===== src/rtl/pla_sweep_ctrl.sv =====
// Exhaustive 8-input sweep controller for a combinational function under test.
// Optional MISR signature over the sampled responses: define PLA_SWEEP_MISR_EN.
module pla_sweep_ctrl #(
  parameter int unsigned SETTLE = 0
) (
  input  logic        clk,
  input  logic        rst,
  input  logic        start,
  input  logic        abort,
  input  logic        y0,
  input  logic        exp_y,
  output logic [7:0]  x,
  output logic        busy,
  output logic        done,
  output logic [8:0]  onset_cnt,
  output logic [8:0]  mism_cnt,
  output logic [7:0]  first_mism,
  output logic        first_mism_vld,
  output logic [15:0] sig
);

  typedef enum logic [1:0] {IDLE, SWEEP, DONE} state_t;

  localparam logic [3:0] SETTLE_LAST = 4'(SETTLE);

  state_t      state_q, state_d;
  logic [7:0]  x_q, x_d;
  logic [3:0]  settle_q, settle_d;
  logic [8:0]  onset_q, onset_d;
  logic [8:0]  mism_q, mism_d;
  logic [7:0]  fm_q, fm_d;
  logic        fmv_q, fmv_d;
  logic        accept;
  logic        sample;
  logic        mism_now;

  // Abort wins over the sample that would otherwise happen on the same edge.
  assign accept   = (state_q == IDLE) && start;
  assign sample   = (state_q == SWEEP) && !abort && (settle_q == SETTLE_LAST);
  assign mism_now = y0 ^ exp_y;

  always_comb begin
    state_d  = state_q;
    x_d      = x_q;
    settle_d = settle_q;
    onset_d  = onset_q;
    mism_d   = mism_q;
    fm_d     = fm_q;
    fmv_d    = fmv_q;
    case (state_q)
      IDLE: begin
        if (accept) begin
          state_d  = SWEEP;
          x_d      = 8'h00;
          settle_d = 4'h0;
          onset_d  = 9'd0;
          mism_d   = 9'd0;
          fm_d     = 8'h00;
          fmv_d    = 1'b0;
        end
      end
      SWEEP: begin
        if (abort) begin
          state_d = IDLE;
        end else if (sample) begin
          settle_d = 4'h0;
          x_d      = x_q + 8'd1;
          onset_d  = onset_q + {8'd0, y0};
          mism_d   = mism_q + {8'd0, mism_now};
          if (mism_now && !fmv_q) begin
            fm_d  = x_q;
            fmv_d = 1'b1;
          end
          if (x_q == 8'hFF) begin
            state_d = DONE;
          end
        end else begin
          settle_d = settle_q + 4'd1;
        end
      end
      DONE:    state_d = IDLE;
      default: state_d = IDLE;
    endcase
  end

  always_ff @(posedge clk or posedge rst) begin
    if (rst) begin
      state_q  <= IDLE;
      x_q      <= 8'h00;
      settle_q <= 4'h0;
      onset_q  <= 9'd0;
      mism_q   <= 9'd0;
      fm_q     <= 8'h00;
      fmv_q    <= 1'b0;
    end else begin
      state_q  <= state_d;
      x_q      <= x_d;
      settle_q <= settle_d;
      onset_q  <= onset_d;
      mism_q   <= mism_d;
      fm_q     <= fm_d;
      fmv_q    <= fmv_d;
    end
  end

`ifdef PLA_SWEEP_MISR_EN
  logic [15:0] sig_q, sig_d;

  // CRC-16/CCITT style shift with the response bit folded into the feedback.
  always_comb begin
    sig_d = sig_q;
    if (accept) begin
      sig_d = 16'hFFFF;
    end else if (sample) begin
      sig_d = {sig_q[14:0], 1'b0} ^ ((sig_q[15] ^ y0) ? 16'h1021 : 16'h0000);
    end
  end

  always_ff @(posedge clk or posedge rst) begin
    if (rst) begin
      sig_q <= 16'h0000;
    end else begin
      sig_q <= sig_d;
    end
  end

  assign sig = sig_q;
`else
  assign sig = 16'h0000;
`endif

  assign x              = x_q;
  assign busy           = (state_q == SWEEP);
  assign done           = (state_q == DONE);
  assign onset_cnt      = onset_q;
  assign mism_cnt       = mism_q;
  assign first_mism     = fm_q;
  assign first_mism_vld = fmv_q;

endmodule


===== config.mk =====
export PLATFORM = sky130hd
export DESIGN_NAME = pla_sweep_ctrl
export DESIGN_NICKNAME = d
export VERILOG_FILES = /design/src/rtl/pla_sweep_ctrl.sv
export SDC_FILE = /design/constraint.sdc
export NUM_CORES = 1
export LEC_CHECK = 0
export BUFFER_PORTS_ARGS = -buffer_cell sky130_fd_sc_hd__buf_2
export CAP_MARGIN = 20
export CORE_ASPECT_RATIO = 0.75
export CORE_MARGIN = 1
export CORE_UTILIZATION = 47
export DETAILED_ROUTE_END_ITERATION = 10
export PLACE_DENSITY = 0.84
export SETUP_SLACK_MARGIN = 0.15
export SYNTH_ARGS = -nofsm -noshare
export SYNTH_HDL_FRONTEND = slang
export SYNTH_SLANG_ARGS = --single-unit

===== constraint.sdc =====
create_clock -name clk -period 1.6 [get_ports clk]
set_input_delay 0.08 -clock clk [delete_from_list [all_inputs] [get_ports clk]]
set_output_delay 0.08 -clock clk [all_outputs]
set_load 0.05 [all_outputs]

==> results_dict.tcl, run 1 <==
set metrics [dict create \
    grt_first_pass_wirelength_um 7940 \
    routabilityCongestion 0.762 \
    floorplan.die.width_um 79.5 \
    seq_area_frac_synth_pct 48.5 \
    relSlewSlack_pct 65.3 \
    setup.worst_path.end_class "register" \
    post-route-drc-count 0 \
    fin_worst_skew_ns 0.00898 \
    die_height_um 60.1 \
    delay_of_the_slowest_cell_on_the_worst_path_ns 0.39 \
    totalNegativeSetupSlack_ns -1.01 \
    final_number_of_hold_violating_endpoints 0 \
    synth_edf_count 0 \
    io_pins 59 \
    std_cell_rows 20 \
    max_freq_mhz 592 \
    leakagePower_nw 1.51 \
    vias 1865 \
    ys_ff_latch 41 \
    synth_ff_type "sky130_fd_sc_hd__dfrtp_1" \
    timing_worst_setup_path_type "register to register" \
    die_area_mm2 0.00477 \
    drt_iter0_drc 86 \
    worstMarginPinSlew_ns 0.521 \
    syn-cell-area_mm2 0.00211 \
    finalCriticalPeriod_ns 1.69 \
    failed_checks "negative setup slack" \
    min_path_type "input port to register" \
    number_of_filler_instances_in_the_final_layout 343 \
    antenna_found_initial 0 \
    most_used_cell_along_the_critical_path "sky130_fd_sc_hd__buf_6" \
    hpwl_um 3390 \
    initial_core_utilization_pct 50.6 \
    cts_tree "built" \
    start_kind "register" \
    clock_latency_ns 0.31 \
    io_buffers 42 \
    yosys_warnings 0 \
    track_usage_pct 22.5 \
    asyncSetResetFlopFracSynth_pct 100 \
    cts_inserted_buffers 5 \
    synth.lib_cells_used.distinct 40 \
    worst_ir_drop_vdd_mv 0.800 \
    arrival_ns 1.89 \
    area_delta_synth_final_pct 35.6 \
    cts.path.max_buffers 2 \
    final_layout_size_suffix_gt1_share_pct 40.6 \
    cts.htree.levels 2 \
    core_region_area_mm2 0.00418 \
    post-route-period-util_pct 106 \
    post-synth-top-area-fraction_pct 48.5 \
    final_util_pct 68.6 \
    count_of_tritonroute_iterations_in_the_first_routing_pass 4 \
    highest-signal-layer "met4" \
    cts.root.buffer_cell "sky130_fd_sc_hd__clkbuf_8" \
    grt_max_degree 42 \
    routedLengthMet1_um 2290 \
    ant_nets_after_route 0 \
    number_of_instances_in_the_synthesized_netlist 214 \
    wl_met3_um 268 \
    wl_um 5330 \
    wire_per_inst_um 15.3 \
    synth.largest_area_cell "sky130_fd_sc_hd__dfrtp_1" \
    grt_overflow_total 0 \
    overall_power_w 0.00336 \
    total_nets_final 305 \
    power_per_cell_area_mw_per_mm2 1170 \
    post_synth.cell_area_avg_um2 9.88 \
    max_cap_viol_count 0 \
    critPathSlowestCell "sky130_fd_sc_hd__dfrtp_1" \
    cp.required_ns 1.80 \
    post_synth_main_area_contributors "sky130_fd_sc_hd__dfrtp_1, sky130_fd_sc_hd__buf_4, sky130_fd_sc_hd__nand2_1" \
    rsz_0062_raised_after_global_routing "true" \
    worst_slack_ns -0.0890 \
    critical_path.max_fanout 8 \
    first_global_vias 1699 \
    outcome "finished with violations" \
    timing.final.setup_violations 18 \
    cts_num_sinks 41 \
    drv_slew 0 \
    avgViaCountPerCell 5.36 \
    antennaDiodeCount 0 \
    clk_pin_slew_worst_paths_ns 0.08 \
    crit_path_cell_chain "inv_1, ha_2, nor3b_4, buf_6, and2_4, buf_6, o21ai_4, a22o_1" \
    met2_wirelength_um 2670 \
]
placed cells by master, fill, tap and decap left out, types with 8 or more instances in the layout:
| cell type | n |
|---|---|
| sky130_fd_sc_hd__buf_2 | 41 |
| sky130_fd_sc_hd__dfrtp_1 | 33 |
| sky130_fd_sc_hd__buf_4 | 24 |
| sky130_fd_sc_hd__nand2_1 | 22 |
| sky130_fd_sc_hd__conb_1 | 16 |
| sky130_fd_sc_hd__nor2_1 | 11 |
| sky130_fd_sc_hd__o21ai_0 | 9 |
| sky130_fd_sc_hd__a22o_1 | 9 |
| sky130_fd_sc_hd__buf_6 | 9 |
| sky130_fd_sc_hd__nand3_1 | 8 |
| sky130_fd_sc_hd__dfrtp_2 | 8 |
metal layers:
layer  track usage (%)  vias to the layer above
met5                 0                        -
met4              10.6                        0
met3              5.04                       11
met2              38.1                       59
met1              27.6                      913
li1                  -                      882
registers in the layout, summed over array words and instances (netlist names):
| name | cells |
|---|---|
| mism_cnt | 9 |
| onset_cnt | 9 |
| first_mism | 8 |
| x | 8 |
| settle_q | 4 |
| state_q | 2 |
| first_mism_vld | 1 |
kinds of logic after synthesis:
logic type	synth area share, %
AOI/OAI and AO/OA	13.7
xor gates and xnor gates	3.73
adders and majority gates	4.14
buffers and inverters	8.17
DFF	48.5
muxes	0.947
other	0.177
and+or+nand+nor	20.7
per-stage QoR:
step                instances  hold WS [ns]  setup WS, ns  area [um2]
finish                    348        0.0288       -0.0890        2870
global route              348        0.0360        -0.154        2870
CTS                       341        0.0167       -0.0476        2690
detailed placement        327         0.240        -0.137        2520
global placement          327         0.235       -0.0219        2520
floorplan                 229         0.177       -0.0996        2220
final cells by class:
class | instances | area (um2) | share of cell area [%]
clock buffer | 6 | 72.6 | 2.53
tap | 55 | 68.8 | 2.40
timing repair buffer | 78 | 557 | 19.4
clock inverter | 2 | 10.0 | 0.349
multi-input combinational | 161 | 1100 | 38.5
sequential | 41 | 1040 | 36.1
inverter | 5 | 18.8 | 0.654
worst paths after layout:
kind / from / endpoint / slack, ns / cells after the start
max in group asynchronous: rst / x[3] / 0.77 / 4
min in group asynchronous: rst / first_mism[7] / 0.43 / 4
hold / removal: abort / settle_q[0] / 0.03 / 2
setup reg to reg: settle_q[0] / first_mism[3] / -0.09 / 8
hold reg to reg: mism_cnt[8] / mism_cnt[8] / 0.48 / 1
setup / recovery: settle_q[0] / first_mism[3] / -0.09 / 8
power breakdown:
part / total, W / internal [W] / switching [W]
Sequential: 0.00125 / 0.00114 / 0.000117
Combinational: 0.00143 / 0.000566 / 0.000866
Clock: 0.000676 / 0.000303 / 0.000373
what timing repair did:
action | CTS | global route
gates resized for setup | 13 | 32
buffers inserted | 5 | 6
pin swaps | 3 | 9
gates cloned | 0 | 1
endpoints found under the setup margin | 37 | 42
endpoints found under the hold margin | 41 | 0
hold buffers | 1 | 0
worst max-delay path: cells and delay by family (launching register included):
family                   cells  cell delay [ns]
flip-flops                   1             0.39
AND/OR/NAND/NOR              2             0.38
AO/OA/AOI/OAI                2             0.33
buffers and inverters        3             0.32
adder cells (fa/ha/maj)      1             0.16
cell usage after synthesis, types with 3 or more instances:
cell type / instances
sky130_fd_sc_hd__a21oi_1: 7
sky130_fd_sc_hd__nand4_1: 7
sky130_fd_sc_hd__inv_1: 5
sky130_fd_sc_hd__xor2_1: 7
sky130_fd_sc_hd__ha_1: 7
sky130_fd_sc_hd__a22o_1: 9
sky130_fd_sc_hd__or4_1: 3
sky130_fd_sc_hd__nand2_1: 30
sky130_fd_sc_hd__and2_1: 3
sky130_fd_sc_hd__dfrtp_1: 41
sky130_fd_sc_hd__buf_2: 3
sky130_fd_sc_hd__o21ai_0: 19
sky130_fd_sc_hd__nand3_1: 9
sky130_fd_sc_hd__buf_4: 16
sky130_fd_sc_hd__and3_1: 4
sky130_fd_sc_hd__nor2_1: 12
Note: power is estimated with default switching activity, not from simulation.
==> run 2, diff against run 1 <==
REMOVE_ABC_BUFFERS = 1   (was not set)
==> run 2 against run 1 <==
Net effect:
- the run still ends with negative setup slack left
- design area is 3.6% higher
- sequential cell count stayed put
- die area stayed put
- first-iteration DRC count is 69% higher
- critical path depth is 1 higher
- via count is 3.3% higher
- clock power is 1% higher
- sequential share of layout area is 1.6 points lower
- setup slack better by 0.032 ns
- core utilization is 2.5 points higher
- critical path type unchanged
==> results_dict.tcl, run 2 (same netlist as run 1, synthesis figures left out) <==
set metrics [dict create \
    fin_worst_skew_ns 0.0107 \
    crit_family "buffers and inverters" \
    worst_ir_drop_vdd_mv 0.819 \
    overall_power_w 0.00340 \
    core_region_area_mm2 0.00418 \
    io_pins 59 \
    leakagePower_nw 1.55 \
    total_nets_final 312 \
    critical_path.max_fanout 5 \
    final_design_area_no_fill_mm2 0.00297 \
    cts.path.max_buffers 2 \
    holdWs_ns 0.0270 \
    die_area_mm2 0.00477 \
    max_freq_mhz 604 \
    cts_num_sinks 41 \
    first_global_vias 1795 \
    area_delta_synth_final_pct 40.5 \
    relSlewSlack_pct 65.4 \
    min_path_type "input port to register" \
    initial_core_utilization_pct 50.6 \
    track_usage_pct 24.2 \
    worst_slack_ns -0.0567 \
    antennaDiodeCount 0 \
    routabilityCongestion 0.839 \
    count_of_tritonroute_iterations_in_the_first_routing_pass 4 \
    cts_inserted_buffers 5 \
    critPathSlowestCell "sky130_fd_sc_hd__dfrtp_1" \
    drt_iter0_drc 145 \
    cts.htree.levels 2 \
    outcome "finished with violations" \
    worstMarginPinSlew_ns 0.519 \
    post-route-period-util_pct 104 \
    clock_latency_ns 0.30 \
    failed_checks "negative setup slack" \
    placed_area_mm2 0.00252 \
    power_per_cell_area_mw_per_mm2 1140 \
    die_height_um 60.1 \
    io_buffers 42 \
    final_layout_size_suffix_gt1_share_pct 44.3 \
    most_used_cell_along_the_critical_path "sky130_fd_sc_hd__buf_6" \
    setup.worst_path.end_class "register" \
    wl_um 5630 \
    start_kind "register" \
    arrival_ns 1.84 \
    cts.root.buffer_cell "sky130_fd_sc_hd__clkbuf_8" \
    grt_first_pass_wirelength_um 8510 \
    timing_worst_setup_path_type "register to register" \
    hpwl_um 3540 \
    totalNegativeSetupSlack_ns -0.205 \
    finalCriticalPeriod_ns 1.66 \
    vias 1927 \
    grt_max_degree 42 \
    floorplan.die.width_um 79.5 \
    drv_slew 0 \
    max_cap_viol_count 0 \
    final_cell_mix "sky130_fd_sc_hd__dfrtp_1, sky130_fd_sc_hd__buf_2, sky130_fd_sc_hd__buf_4" \
    wire_per_inst_um 15.9 \
    timing.final.setup_violations 9 \
    std_cell_rows 20 \
    rsz_0062_raised_after_global_routing "true" \
    crit_path_cell_chain "inv_1, ha_2, nor3b_4, buf_6, buf_4, nand3_4, buf_6, o211ai_1, o31ai_1" \
    clk_pin_slew_worst_paths_ns 0.08 \
    grt_overflow_total 0 \
    ant_nets_after_route 0 \
    avgViaCountPerCell 5.43 \
    cp.required_ns 1.78 \
    delay_of_the_slowest_cell_on_the_worst_path_ns 0.39 \
    cts_tree "built" \
    post-route-drc-count 0 \
    crit_buf_inv 4 \
    antenna_found_initial 0 \
    final_number_of_hold_violating_endpoints 0 \
]
==> run 2: changes by cell type in the layout (fill, tap and decap cells not counted), moves of 3 or more <==
cell                      change
sky130_fd_sc_hd__dfrtp_1      +8
sky130_fd_sc_hd__dfrtp_2      -8
sky130_fd_sc_hd__buf_4        +7
sky130_fd_sc_hd__nand3_1      -4
sky130_fd_sc_hd__nand3_2      +3
sky130_fd_sc_hd__o21ai_0      -3
==> run 2: path summary, 6_finish.rpt <==
kind | startpoint | endpoint | slack, ns | depth (start not counted)
min in group asynchronous | rst | x[6] | 0.45 | 4
hold reg to reg | mism_cnt[8] | mism_cnt[8] | 0.48 | 1
setup reg to reg | settle_q[0] | x[6] | -0.06 | 9
hold / removal | abort | settle_q[0] | 0.03 | 2
max in group asynchronous | rst | state_q[0] | 0.80 | 4
setup / recovery | settle_q[0] | x[6] | -0.06 | 9
==> run 2: what timing repair did <==
item | in CTS | in global routing
buffers inserted | 8 | 4
setup endpoints to repair | 40 | 42
pin swaps | 26 | 12
hold endpoints to repair | 41 | 0
hold buffers | 1 | 0
resized for setup | 41 | 32
==> run 2: metal layers <==
metal / vias up / global-route usage [%] / share of wire (%)
li1: 897 / - / -
met1: 949 / 32.7 / 43
met2: 72 / 39.6 / 49
met3: 9 / 5.04 / 6.1
met4: 0 / 7.53 / 1.9
met5: - / 0 / 0
==> run 2: where the power goes <==
part | internal (W) | switching, W
registers | 0.00113 | 0.000103
logic | 0.000563 | 0.000917
clock network | 0.000307 | 0.000378
total | 0.00200 | 0.00140
==> run 2: layout make-up <==
type | instances | area (um2)
Tap cell | 55 | 68.8
Multi-Input combinational cell | 161 | 1170
Fill cell | 302 | 1210
Sequential cell | 41 | 1030
Clock inverter | 2 | 15.0
Clock buffer | 6 | 72.6
Inverter | 5 | 18.8
Timing Repair Buffer | 85 | 596
==> run 2: metrics by stage <==
step / setup WS, ns / instances / util [%]
6_report: -0.0567 / 355 / 71.1
5_1_grt: -0.137 / 355 / 71.1
4_1_cts: -0.0554 / 351 / 67.2
3_5_place_dp: -0.206 / 334 / 60.3
3_3_place_gp: -0.151 / 334 / 60.3
2_1_floorplan: -0.507 / 207 / -
